File: config.mk
export PLATFORM = sky130hd
export DESIGN_NAME = hazard_muldiv_ctrl
export DESIGN_NICKNAME = d
export VERILOG_FILES = /design/src/rtl/hazard_muldiv_ctrl.sv
export SDC_FILE = /design/constraint.sdc
export NUM_CORES = 1
export LEC_CHECK = 0
export BUFFER_PORTS_ARGS = -buffer_cell sky130_fd_sc_hd__buf_2
export CAP_MARGIN = 20
export CORE_MARGIN = 10
export CORE_UTILIZATION = 50
export DETAILED_ROUTE_END_ITERATION = 8
export GPL_TIMING_DRIVEN = 0
export PLACE_DENSITY = 0.88
export SETUP_SLACK_MARGIN = 0.2
export SLEW_MARGIN = 20
export SYNTH_ARGS = -nofsm -noshare
export SYNTH_HDL_FRONTEND = slang
export SYNTH_SLANG_ARGS = --single-unit
File: constraint.sdc
create_clock -name clk -period 3.1 [get_ports clk]
set_input_delay 0.465 -clock clk [delete_from_list [all_inputs] [get_ports clk]]
set_output_delay 0.465 -clock clk [all_outputs]
set_load 0.01 [all_outputs]
File: src/rtl/hazard_muldiv_ctrl.sv
// Hazard and M-extension sequencing control for the 5-stage RV32IM pipeline.
// Combinational stall/bubble/flush outputs; registered M-op FSM and stall-cycle counter.
module hazard_muldiv_ctrl #(
   parameter int MUL_CYCLES = 3,
   parameter int DIV_CYCLES = 34,
   parameter int CNT_W      = 6
) (
   input  logic        clk,
   input  logic        rst,
   input  logic [4:0]  id_rs1_addr_i,
   input  logic [4:0]  id_rs2_addr_i,
   input  logic        id_uses_rs1_i,
   input  logic        id_uses_rs2_i,
   input  logic        ex_mem_read_i,
   input  logic [4:0]  ex_rd_addr_i,
   input  logic        ex_redirect_i,
   input  logic        ex_is_muldiv_i,
   input  logic        ex_is_div_i,
   output logic        pc_stall_o,
   output logic        if_id_stall_o,
   output logic        if_id_flush_o,
   output logic        id_ex_bubble_o,
   output logic        id_ex_flush_o,
   output logic        id_ex_hold_o,
   output logic        ex_mem_bubble_o,
   output logic        muldiv_start_o,
   output logic        muldiv_done_o,
   output logic [31:0] stall_cnt_o
);

   typedef enum logic [1:0] {
      S_IDLE = 2'd0,
      S_BUSY = 2'd1,
      S_DONE = 2'd2
   } state_t;

   // The start cycle and the DONE cycle are not counted, hence the -3.
   localparam logic [CNT_W-1:0] MUL_LOAD = CNT_W'(MUL_CYCLES - 3);
   localparam logic [CNT_W-1:0] DIV_LOAD = CNT_W'(DIV_CYCLES - 3);

   state_t           state_q, state_d;
   logic [CNT_W-1:0] cnt_q, cnt_d;
   logic [31:0]      stall_cnt_q, stall_cnt_d;

   logic m_start, m_busy, m_done, m_stall;
   logic load_use, lu_act;

   always_comb begin
      state_d = state_q;
      cnt_d   = cnt_q;
      m_start = 1'b0;
      m_busy  = 1'b0;
      m_done  = 1'b0;
      case (state_q)
         S_IDLE: begin
            if (ex_is_muldiv_i) begin
               m_start = 1'b1;
               cnt_d   = ex_is_div_i ? DIV_LOAD : MUL_LOAD;
               state_d = S_BUSY;
            end
         end
         S_BUSY: begin
            m_busy = 1'b1;
            if (cnt_q == '0) state_d = S_DONE;
            else             cnt_d   = cnt_q - CNT_W'(1);
         end
         // ex_is_muldiv_i still shows the finishing op here; never restart it.
         S_DONE: begin
            m_done  = 1'b1;
            state_d = S_IDLE;
         end
         default: state_d = S_IDLE;
      endcase
   end

   always_comb begin
      m_stall  = m_start | m_busy;
      load_use = ex_mem_read_i && (ex_rd_addr_i != 5'd0) &&
                 ((id_uses_rs1_i && (id_rs1_addr_i == ex_rd_addr_i)) ||
                  (id_uses_rs2_i && (id_rs2_addr_i == ex_rd_addr_i)));
      // During an M stall ID/EX holds; a bubble there would lose the ID instruction.
      lu_act   = load_use && !ex_redirect_i && !m_stall;

      pc_stall_o      = !rst && (m_stall || lu_act);
      if_id_stall_o   = !rst && (m_stall || lu_act);
      id_ex_bubble_o  = !rst && lu_act;
      if_id_flush_o   = !rst && ex_redirect_i;
      id_ex_flush_o   = !rst && ex_redirect_i;
      id_ex_hold_o    = !rst && m_stall;
      ex_mem_bubble_o = !rst && m_stall;
      muldiv_start_o  = !rst && m_start;
      muldiv_done_o   = !rst && m_done;

      stall_cnt_d = stall_cnt_q + (pc_stall_o ? 32'd1 : 32'd0);
   end

   assign stall_cnt_o = stall_cnt_q;

   always_ff @(posedge clk or posedge rst) begin
      if (rst) begin
         state_q     <= S_IDLE;
         cnt_q       <= '0;
         stall_cnt_q <= '0;
      end else begin
         state_q     <= state_d;
         cnt_q       <= cnt_d;
         stall_cnt_q <= stall_cnt_d;
      end
   end

endmodule

Word level (Yosys, flattened, before mapping)
Index checks and enable logic that the tools add are counted.

storage, ports and cells
  register bits after elaboration = 40
  input port bits = 23
  output and inout port bits = 41
  word-level logic and storage cells = 48

cells by class
  $add $sub $neg = 2
  eq/ne operators = 7
  multiplexer cells = 12
  bitwise gates (word level) = 1
  reductions and logical operators = 23

operator list
  cell                   number
  $add A32 B1 Y32        1
  $logic_and A1 B1 Y1    12
  $mux W6                2
  $pmux W6 S2            1
  $eq A5 B5 Y1           2
  $logic_not A6 Y1       1
  $ne A2 B2 Y1 const B   3
  $sub A6 B1 Y6 const B  1
  $mux W1                5
  $mux W5                1
  $reduce_bool A5 Y1     1
  $mux W2                2
  $pmux W2 S2            1
  $logic_not A1 Y1       3
  $reduce_and A3 Y1      1
  $eq A2 B1 Y1 const B   1
  $eq A2 B2 Y1 const B   1
  $logic_not A2 Y1       1
  $logic_or A1 B1 Y1     2
  $reduce_and A2 Y1      1
  $reduce_bool A2 Y1     1
  $or A1 B1 Y1           1

Longest topological paths before layout
Gate-level depths: netlist (run 1).

  depth in word-level cells = 10
  mapped depth = 11
  depth with buffers taken out = 10

Worst setup path before layout (run 1)
Ideal clock, no wire load.

  path type = input to register
  start = input ex_rd_addr_i[3]
  end = register stall_cnt_q[24] (netlist: stall_cnt_o[24])
  setup time = 0.125 ns
  arrival time = 2.536 ns
  required time = 2.975 ns
  slack = 0.438 ns
  stages on the path = 11
  path buffers = 1
  cell sequence = xor2_1 nor4_1 a32oi_1 o22ai_1 ha_1 ha_1 nand4_1 nor3_1 buf_4 nand4_1 xnor2_1

on the way
  longest elaborated chain between the ends = 10
  elaborated cells on any way between the ends = 14
  those cells by class = 1 x add/sub; 2 x eq/ne; 1 x mux; 10 x reduce/logical

RTL lines
  element                                 line    text
  start, declared                         15      input logic [4:0] ex_rd_addr_i,
  $eq A5 B5 Y1 (on tied branches)         79, 80
  $logic_and A1 B1 Y1 (on tied branches)  79, 80
  $logic_or A1 B1 Y1                      79      ((id_uses_rs1_i && (id_rs1_addr_i == ex_rd_addr_i)) ||
  $logic_and A1 B1 Y1 *                   78      load_use = ex_mem_read_i && (ex_rd_addr_i != 5'd0) &&
  $logic_and A1 B1 Y1 * (2 in a row)      82      lu_act = load_use && !ex_redirect_i && !m_stall;
  $logic_or A1 B1 Y1 *                    -
  $logic_and A1 B1 Y1 *                   -
  named net if_id_stall_o                 20      output logic if_id_stall_o,
  $mux W1 *                               94      stall_cnt_d = stall_cnt_q + (pc_stall_o ? 32'd1 : 32'd0);
  $add A32 B1 Y32 *                       94
  named net stall_cnt_d[24]               43      logic [31:0] stall_cnt_q, stall_cnt_d;
  end signal, assigned                    107     stall_cnt_q <= stall_cnt_d;
  end, declared                           43

The timed path passes the listed nets; every way through them passes the cells marked *.
A chain may end at the register's enable or synchronous reset.

Worst setup path after layout (run 1)
  start = input ex_rd_addr_i[3]
  end = register stall_cnt_q[24] (netlist: stall_cnt_o[24])

on the way
  longest elaborated chain between the ends = 10
  elaborated cells on any way between the ends = 14
  those cells by class = 1 x add/sub; 2 x eq/ne; 1 x mux; 10 x reduce/logical

RTL lines
  element                                 line    text
  $eq A5 B5 Y1 (on tied branches)         79, 80
  $logic_and A1 B1 Y1 (on tied branches)  79, 80
  $logic_or A1 B1 Y1                      79
  $logic_and A1 B1 Y1 *                   78
  $logic_and A1 B1 Y1 * (2 in a row)      82
  $logic_or A1 B1 Y1 *                    84      pc_stall_o = !rst && (m_stall || lu_act);
  $logic_and A1 B1 Y1 *                   84
  $mux W1 *                               94
  $add A32 B1 Y32 *                       94
  named net stall_cnt_d[24]               43

Marks and branches as above.

==> impl_metrics.csv, run 1 <==
group,metric,value,unit
logic_synthesis,synth_ff_type,"dfrtp_1",
sta,hold_violations,0,
floorplanning,row_count,23,
clock_tree,clkSinkCount,40,
detailed_routing,wl_per_cell,14.9,um
place,portBuffers,63,
logic_synthesis,syn_avg_cell_area,10.6,um^2
floorplanning,initial_core_util,0.517,
sta,rsz0062_at_grt,"no",
logic_synthesis,synth_warnings,0,
setup_path,r2r-start,"state_q[1]",
pwr,leakage,1.33,nW
floorplanning,fp.dieW,84.3,um
pwr,ir_drop,0.464,mV
setup_path,path_max_fanout,10,
detailed_routing,ant_nets,0,
worst_hold_path,hold_path_class,"in -> async",
final_layout,fin_util,0.648,
final_layout,final_cell_area,2590,um^2
setup_path,slowest_stage,"nor4_2",
global_route,grt_pass1_vias,1815,
global_route,grt_pass1_wl,8220,um
floorplanning,fp.dieH,84.3,um
setup_path,cp_num_buf_inv,2,
setup_path,cp-start-kind,"input pin",
setup_path,critical_path.top_delay_family,"simple AND/OR/NAND/NOR gates",
sta,slew_viol_final,0,
detailed_routing,wirelength,4740,um
sta,maxSlewHeadroom,0.668,
detailed_routing,remaining_drc_errors,0,
floorplanning,ios,64,
global_route,grt_max_degree,31,
final_layout,layout-drive-gt1-share,0.326,
global_route,gr-usage-all-layers,0.134,
setup_path,required,3.27,ns
clock_tree,cts_setup_buffers,0,
clock_tree,clkLatencyLatePin,0.29,ns
clock_tree,cts.htree.levels,2,
detailed_routing,via_per_inst,5.36,
final_layout,diodes,0,
setup_path,crit_start,"ex_rd_addr_i[3]",
place,place.gp.congestion,0.778,
sta,whs,0.163,ns
logic_synthesis,synth_cells,195,
status,status,"finished, final reports clean",
floorplanning,core_area,4000,um^2
detailed_routing,vias,1699,
setup_path,slowest_delay,0.29,ns
logic_synthesis,synth_area_leaders,"dfrtp_1 (48%), xnor2_1 (11%), xor2_1 (5.9%)",
final_layout,fillers,342,
clock_tree,cts_tree,"done",
logic_synthesis,ys_seq_area_frac,0.484,
logic_synthesis,synth_fp_nets,222,
place,post-dp-hpwl,3630,um
sta,worst-slew-pin-transition,0.496,ns
global_route,overflow,0,
setup_path,path_class,"in -> reg",
sta,fin_crit,2.61,ns
logic_synthesis,ys_seq_elements,40,
logic_synthesis,yosysTopAreaCell,"dfrtp_1",
setup_path,cp_cell_sequence,"buf_2 > xor2_1 > nor4_2 > a32oi_1 > o22ai_2 > ha_1 > ha_1 > nand4_1 > nor3_2 > buf_4 > nand4_1 > xnor2_1",
setup_path,arrival,2.78,ns
detailed_routing,dr.pass1.iters,4,
logic_synthesis,synth_area,2070,um^2
sta,fin_skew,0.00992,ns
logic_synthesis,synth_top_area_frac,0.484,
clock_tree,max-clock-path-buffers,2,
global_route,antenna_found_initial,0,
detailed_routing,drtIter0Drc,64,
run,cap_viol_max_count,0,
setup_path,crit_path_end_kind,"flop",
logic_synthesis,yosysUniqueCellTypes,43,
pwr,report.power.total,1.67,mW
final_layout,syn2layout_area_growth,25.3,%
clock_tree,cts-root-buf,"clkbuf_8",
place,place_area,2470,um^2
logic_synthesis,ys_async_sr_fraction,1.00,
sta,fmax,383,MHz
sta,period_share,0.842,
final_layout,multi_input_area,1010,um^2
logic_synthesis,synth_edf_count,0,
final_layout,stdcell_count,317,
pwr,power_density,646,nW/um^2
floorplanning,dieArea,7110,um^2
final_layout,fin_nets,293,
final_layout,mostFrequentLayoutCells,"buf_2 (64), dfrtp_1 (40), xnor2_1 (26)",
sta,setup_viol,0,
final_layout,final_common_cell,"buf_2",
clock_tree,cts.clk_slew.worst_paths,0.08,ns
final_layout,regArea,1000,um^2
clock_tree,cts-buffers-inserted,5,
place,place_inst,309,
[synthesized netlist by cell type (2+ instances only)]
master / n
nor2_1: 13
xor2_1: 14
o21ai_0: 2
ha_1: 4
nand2_1: 10
inv_1: 8
nand2b_1: 2
nor4_1: 2
and3_1: 7
xnor2_1: 26
nor3b_1: 2
nor3_1: 3
nand3_1: 14
o22a_1: 3
nand4_1: 9
buf_4: 5
dfrtp_1: 40
a21oi_1: 6
[power breakdown]
part | total, mW | leakage [nW] | switching [mW] | internal, mW
Clock | 0.415 | 0.0552 | 0.176 | 0.239
Combinational | 0.529 | 0.750 | 0.281 | 0.248
Sequential | 0.731 | 0.526 | 0.109 | 0.622
[sequential cells by signal, indices dropped and copies added (netlist names)]
signal	count
cnt_q	6
stall_cnt_o	32
state_q	2
[what timing repair did]
item,CTS,global route
hold buffers,0,0
endpoints found under the setup margin,0,11
gates resized for setup,0,3
[path summary, 6_finish.rpt]
kind	to	slack, ns	depth (start not counted)
setup / recovery	stall_cnt_o[24]	0.49	12
hold / removal	state_q[0]	0.16	2
setup reg to reg	stall_cnt_o[24]	0.63	10
hold reg to reg	stall_cnt_o[31]	0.48	1
max in group asynchronous	stall_cnt_o[5]	2.49	3
min in group clk	stall_cnt_o[31]	0.48	1
[through the flow]
step	worst slack [ns]	TNS (ns)
CTS	0.285	0
global placement	0.0612	0
detailed placement	-0.0201	-0.0539
floorplan	0.438	0
finish	0.491	0
global route	0.223	0
[layer usage]
| layer | wire length [um] | GRT usage | share of wire | vias to the layer above |
|---|---|---|---|---|
| met5 | 0 | 0 | 0 | - |
| met4 | 45 | 0.0404 | 0.0095 | 0 |
| met3 | 435 | 0.0667 | 0.092 | 6 |
| met2 | 2170 | 0.205 | 0.46 | 62 |
| met1 | 2080 | 0.162 | 0.44 | 808 |
| li1 | - | - | - | 823 |
[kinds of logic (layout without fill, tap and decap cells)]
kind of cell	after synthesis	after routing	share of synthesized area
buffers and inverters	14	86	0.0351
AND/OR/NAND/NOR	74	74	0.209
flip-flops	40	40	0.484
XOR/XNOR	40	40	0.169
adder cells (fa/ha/maj)	4	4	0.0242
AO/OA/AOI/OAI	23	23	0.0792
[worst register-to-register path, cell delays in order (launching register included)]
cell	delay [ns]
dfrtp_1	0.36
buf_2	0.16
o21bai_1	0.25
o22ai_2	0.25
ha_1	0.24
ha_1	0.22
nand4_1	0.19
nor3_2	0.19
buf_4	0.21
nand4_1	0.12
xnor2_1	0.16
[final cells by class]
cell class                 instances  area share
multi-input combinational        141       0.391
sequential                        40       0.386
timing repair buffer              64       0.129
clock buffer                       6      0.0280
tap                               50      0.0241
buffer                             6      0.0164
clock inverter                     2      0.0135
inverter                           8      0.0116
Note: power is estimated with default switching activity, not from simulation.
==> run 2, diff against run 1 <==
==> constraint.sdc (replaced) <==
create_clock -name clk -period 2.7 [get_ports clk]
set_input_delay 0.405 -clock clk [delete_from_list [all_inputs] [get_ports clk]]
set_output_delay 0.405 -clock clk [all_outputs]
set_load 0.01 [all_outputs]
==> impl_metrics.csv, run 2 (synthesized netlist as in run 1, its figures left out) <==
group,metric,value,unit
status,status,"finished, final reports clean",
detailed_routing,dr.pass1.iters,4,
sta,worst-slew-pin-transition,0.633,ns
setup_path,regToRegSetupSlack,0.27,ns
setup_path,cp_num_buf_inv,3,
final_layout,final_common_cell,"buf_2",
pwr,ir_drop,0.327,mV
final_layout,diodes,0,
floorplanning,fp.dieH,84.3,um
final_layout,fin_nets,298,
detailed_routing,drtIter0Drc,54,
setup_path,rr_endpoint,"stall_cnt_o[12]",
floorplanning,core_area,4000,um^2
sta,whs,0.141,ns
final_layout,syn2layout_area_growth,33.8,%
setup_path,critical_path.top_delay_family,"simple AND/OR/NAND/NOR gates",
sta,worst_slack,0.183,ns
sta,fmax,397,MHz
floorplanning,fp.dieW,84.3,um
setup_path,path_max_fanout,4,
clock_tree,clkSinkCount,40,
detailed_routing,remaining_drc_errors,0,
setup_path,r2r-start,"state_q[1]",
global_route,grt_max_degree,26,
global_route,gr-usage-all-layers,0.137,
sta,maxSlewHeadroom,0.576,
pwr,power_density,691,nW/um^2
clock_tree,cts-root-buf,"clkbuf_8",
pwr,leakage,1.40,nW
setup_path,required,2.87,ns
detailed_routing,wirelength,5160,um
setup_path,slowest_stage,"nor4_2",
setup_path,worst_r2r_path_depth,11,
sta,setup_viol,0,
setup_path,arrival,2.68,ns
clock_tree,clkLatencyLatePin,0.29,ns
setup_path,cp_cell_sequence,"buf_2 > xor2_1 > nor4_2 > a32oi_1 > o22ai_2 > ha_2 > ha_4 > nand4_1 > nor3_2 > buf_6 > buf_12 > nand3_2 > xnor2_2",
place,post-dp-hpwl,3790,um
detailed_routing,via_per_inst,5.40,
global_route,overflow,0,
clock_tree,cts-buffers-inserted,5,
place,post-place-ws,-0.315,ns
sta,fin_crit,2.52,ns
setup_path,slowest_delay,0.34,ns
global_route,grt_pass1_vias,1815,
global_route,antenna_found_initial,0,
worst_hold_path,hold_path_class,"in -> async",
final_layout,final_cell_area,2770,um^2
detailed_routing,vias,1732,
clock_tree,cts.clk_slew.worst_paths,0.08,ns
detailed_routing,ant_nets,0,
sta,fin_skew,0.00574,ns
place,place_area,2480,um^2
sta,hold_violations,0,
sta,rsz0062_at_grt,"yes",
final_layout,largest_reg_flops,32,
sta,period_share,0.932,
floorplanning,initial_core_util,0.517,
detailed_routing,wl_per_cell,16.1,um
final_layout,mostFrequentLayoutCells,"buf_2 (60), dfrtp_1 (40), xnor2_1 (24)",
place,place.gp.congestion,0.762,
floorplanning,dieArea,7110,um^2
setup_path,path_class,"in -> reg",
clock_tree,cts_hold_buf,0,
clock_tree,cts.htree.levels,2,
place,portBuffers,63,
clock_tree,max-clock-path-buffers,2,
clock_tree,cts_tree,"done",
floorplanning,row_count,23,
sta,slew_viol_final,0,
setup_path,cp-start-kind,"input pin",
global_route,grt_pass1_wl,8240,um
final_layout,layout-drive-gt1-share,0.380,
run,cap_viol_max_count,0,
floorplanning,ios,64,
setup_path,crit_path_end_kind,"flop",
[run 2: changes by cell type in the layout (fill, tap and decap cells not counted), sizes merged]
cell    before  now
bufinv       1    0
buf         70   75
clkbuf       6    7
clkinv       1    0
[run 2: layer usage]
layer / share of wire / track usage
met4: 0.032 / 0.0584
met3: 0.095 / 0.0609
met5: 0 / 0
met1: 0.41 / 0.151
met2: 0.47 / 0.225
[run 2: worst register-to-register path, cell delays in order, from the launching register on]
cell,delay (ns)
dfrtp_1,0.36
buf_2,0.16
o21bai_1,0.25
o22ai_2,0.21
ha_2,0.25
ha_4,0.15
nand4_1,0.16
nor3_2,0.24
buf_6,0.15
buf_12,0.12
nand3_2,0.10
xnor2_2,0.16
[run 2: layout make-up]
type,instances,area [um^2]
multi-input cells,141,1100
inverters,8,30.0
clock buffers,7,96.3
fillers,295,1230
flip-flops and latches,40,1000
repair buffers,69,425
well taps,50,62.6
plain buffers,6,50.0
[run 2: power by group]
| group | leakage, nW | internal (mW) | total, mW | switching (mW) |
|---|---|---|---|---|
| clock network | 0.0503 | 0.227 | 0.425 | 0.197 |
| logic | 0.821 | 0.308 | 0.646 | 0.338 |
| registers | 0.526 | 0.714 | 0.843 | 0.129 |
| total | 1.40 | 1.25 | 1.91 | 0.665 |
[run 2: worst max-delay path by stage]
stage / from / end / depth (start not counted)
after floorplan: ex_rd_addr_i[3] / stall_cnt_o[24] / 11
after global routing: ex_rd_addr_i[3] / stall_cnt_o[12] / 13
after global placement: ex_rd_addr_i[3] / stall_cnt_o[24] / 12
after detailed placement: ex_rd_addr_i[3] / stall_cnt_o[12] / 12
after CTS: ex_rd_addr_i[3] / stall_cnt_o[12] / 12
final: ex_rd_addr_i[3] / stall_cnt_o[12] / 13
[run 2: per-stage QoR]
step	setup TNS, ns	util	power (mW)	instances
6_report	0	0.692	1.91	321
5_1_grt	0	0.692	2.06	321
4_1_cts	0	0.652	1.90	317
3_5_place_dp	-3.74	0.620	1.46	309
3_3_place_gp	-1.20	0.613	1.43	308
2_1_floorplan	0	-	1.26	195
[run 2: repair_timing]
item	in CTS	in global routing
buffers inserted	1	4
gates resized for setup	4	25
endpoints found under the setup margin	15	14
endpoints found under the hold margin	0	0
pin swaps	2	14
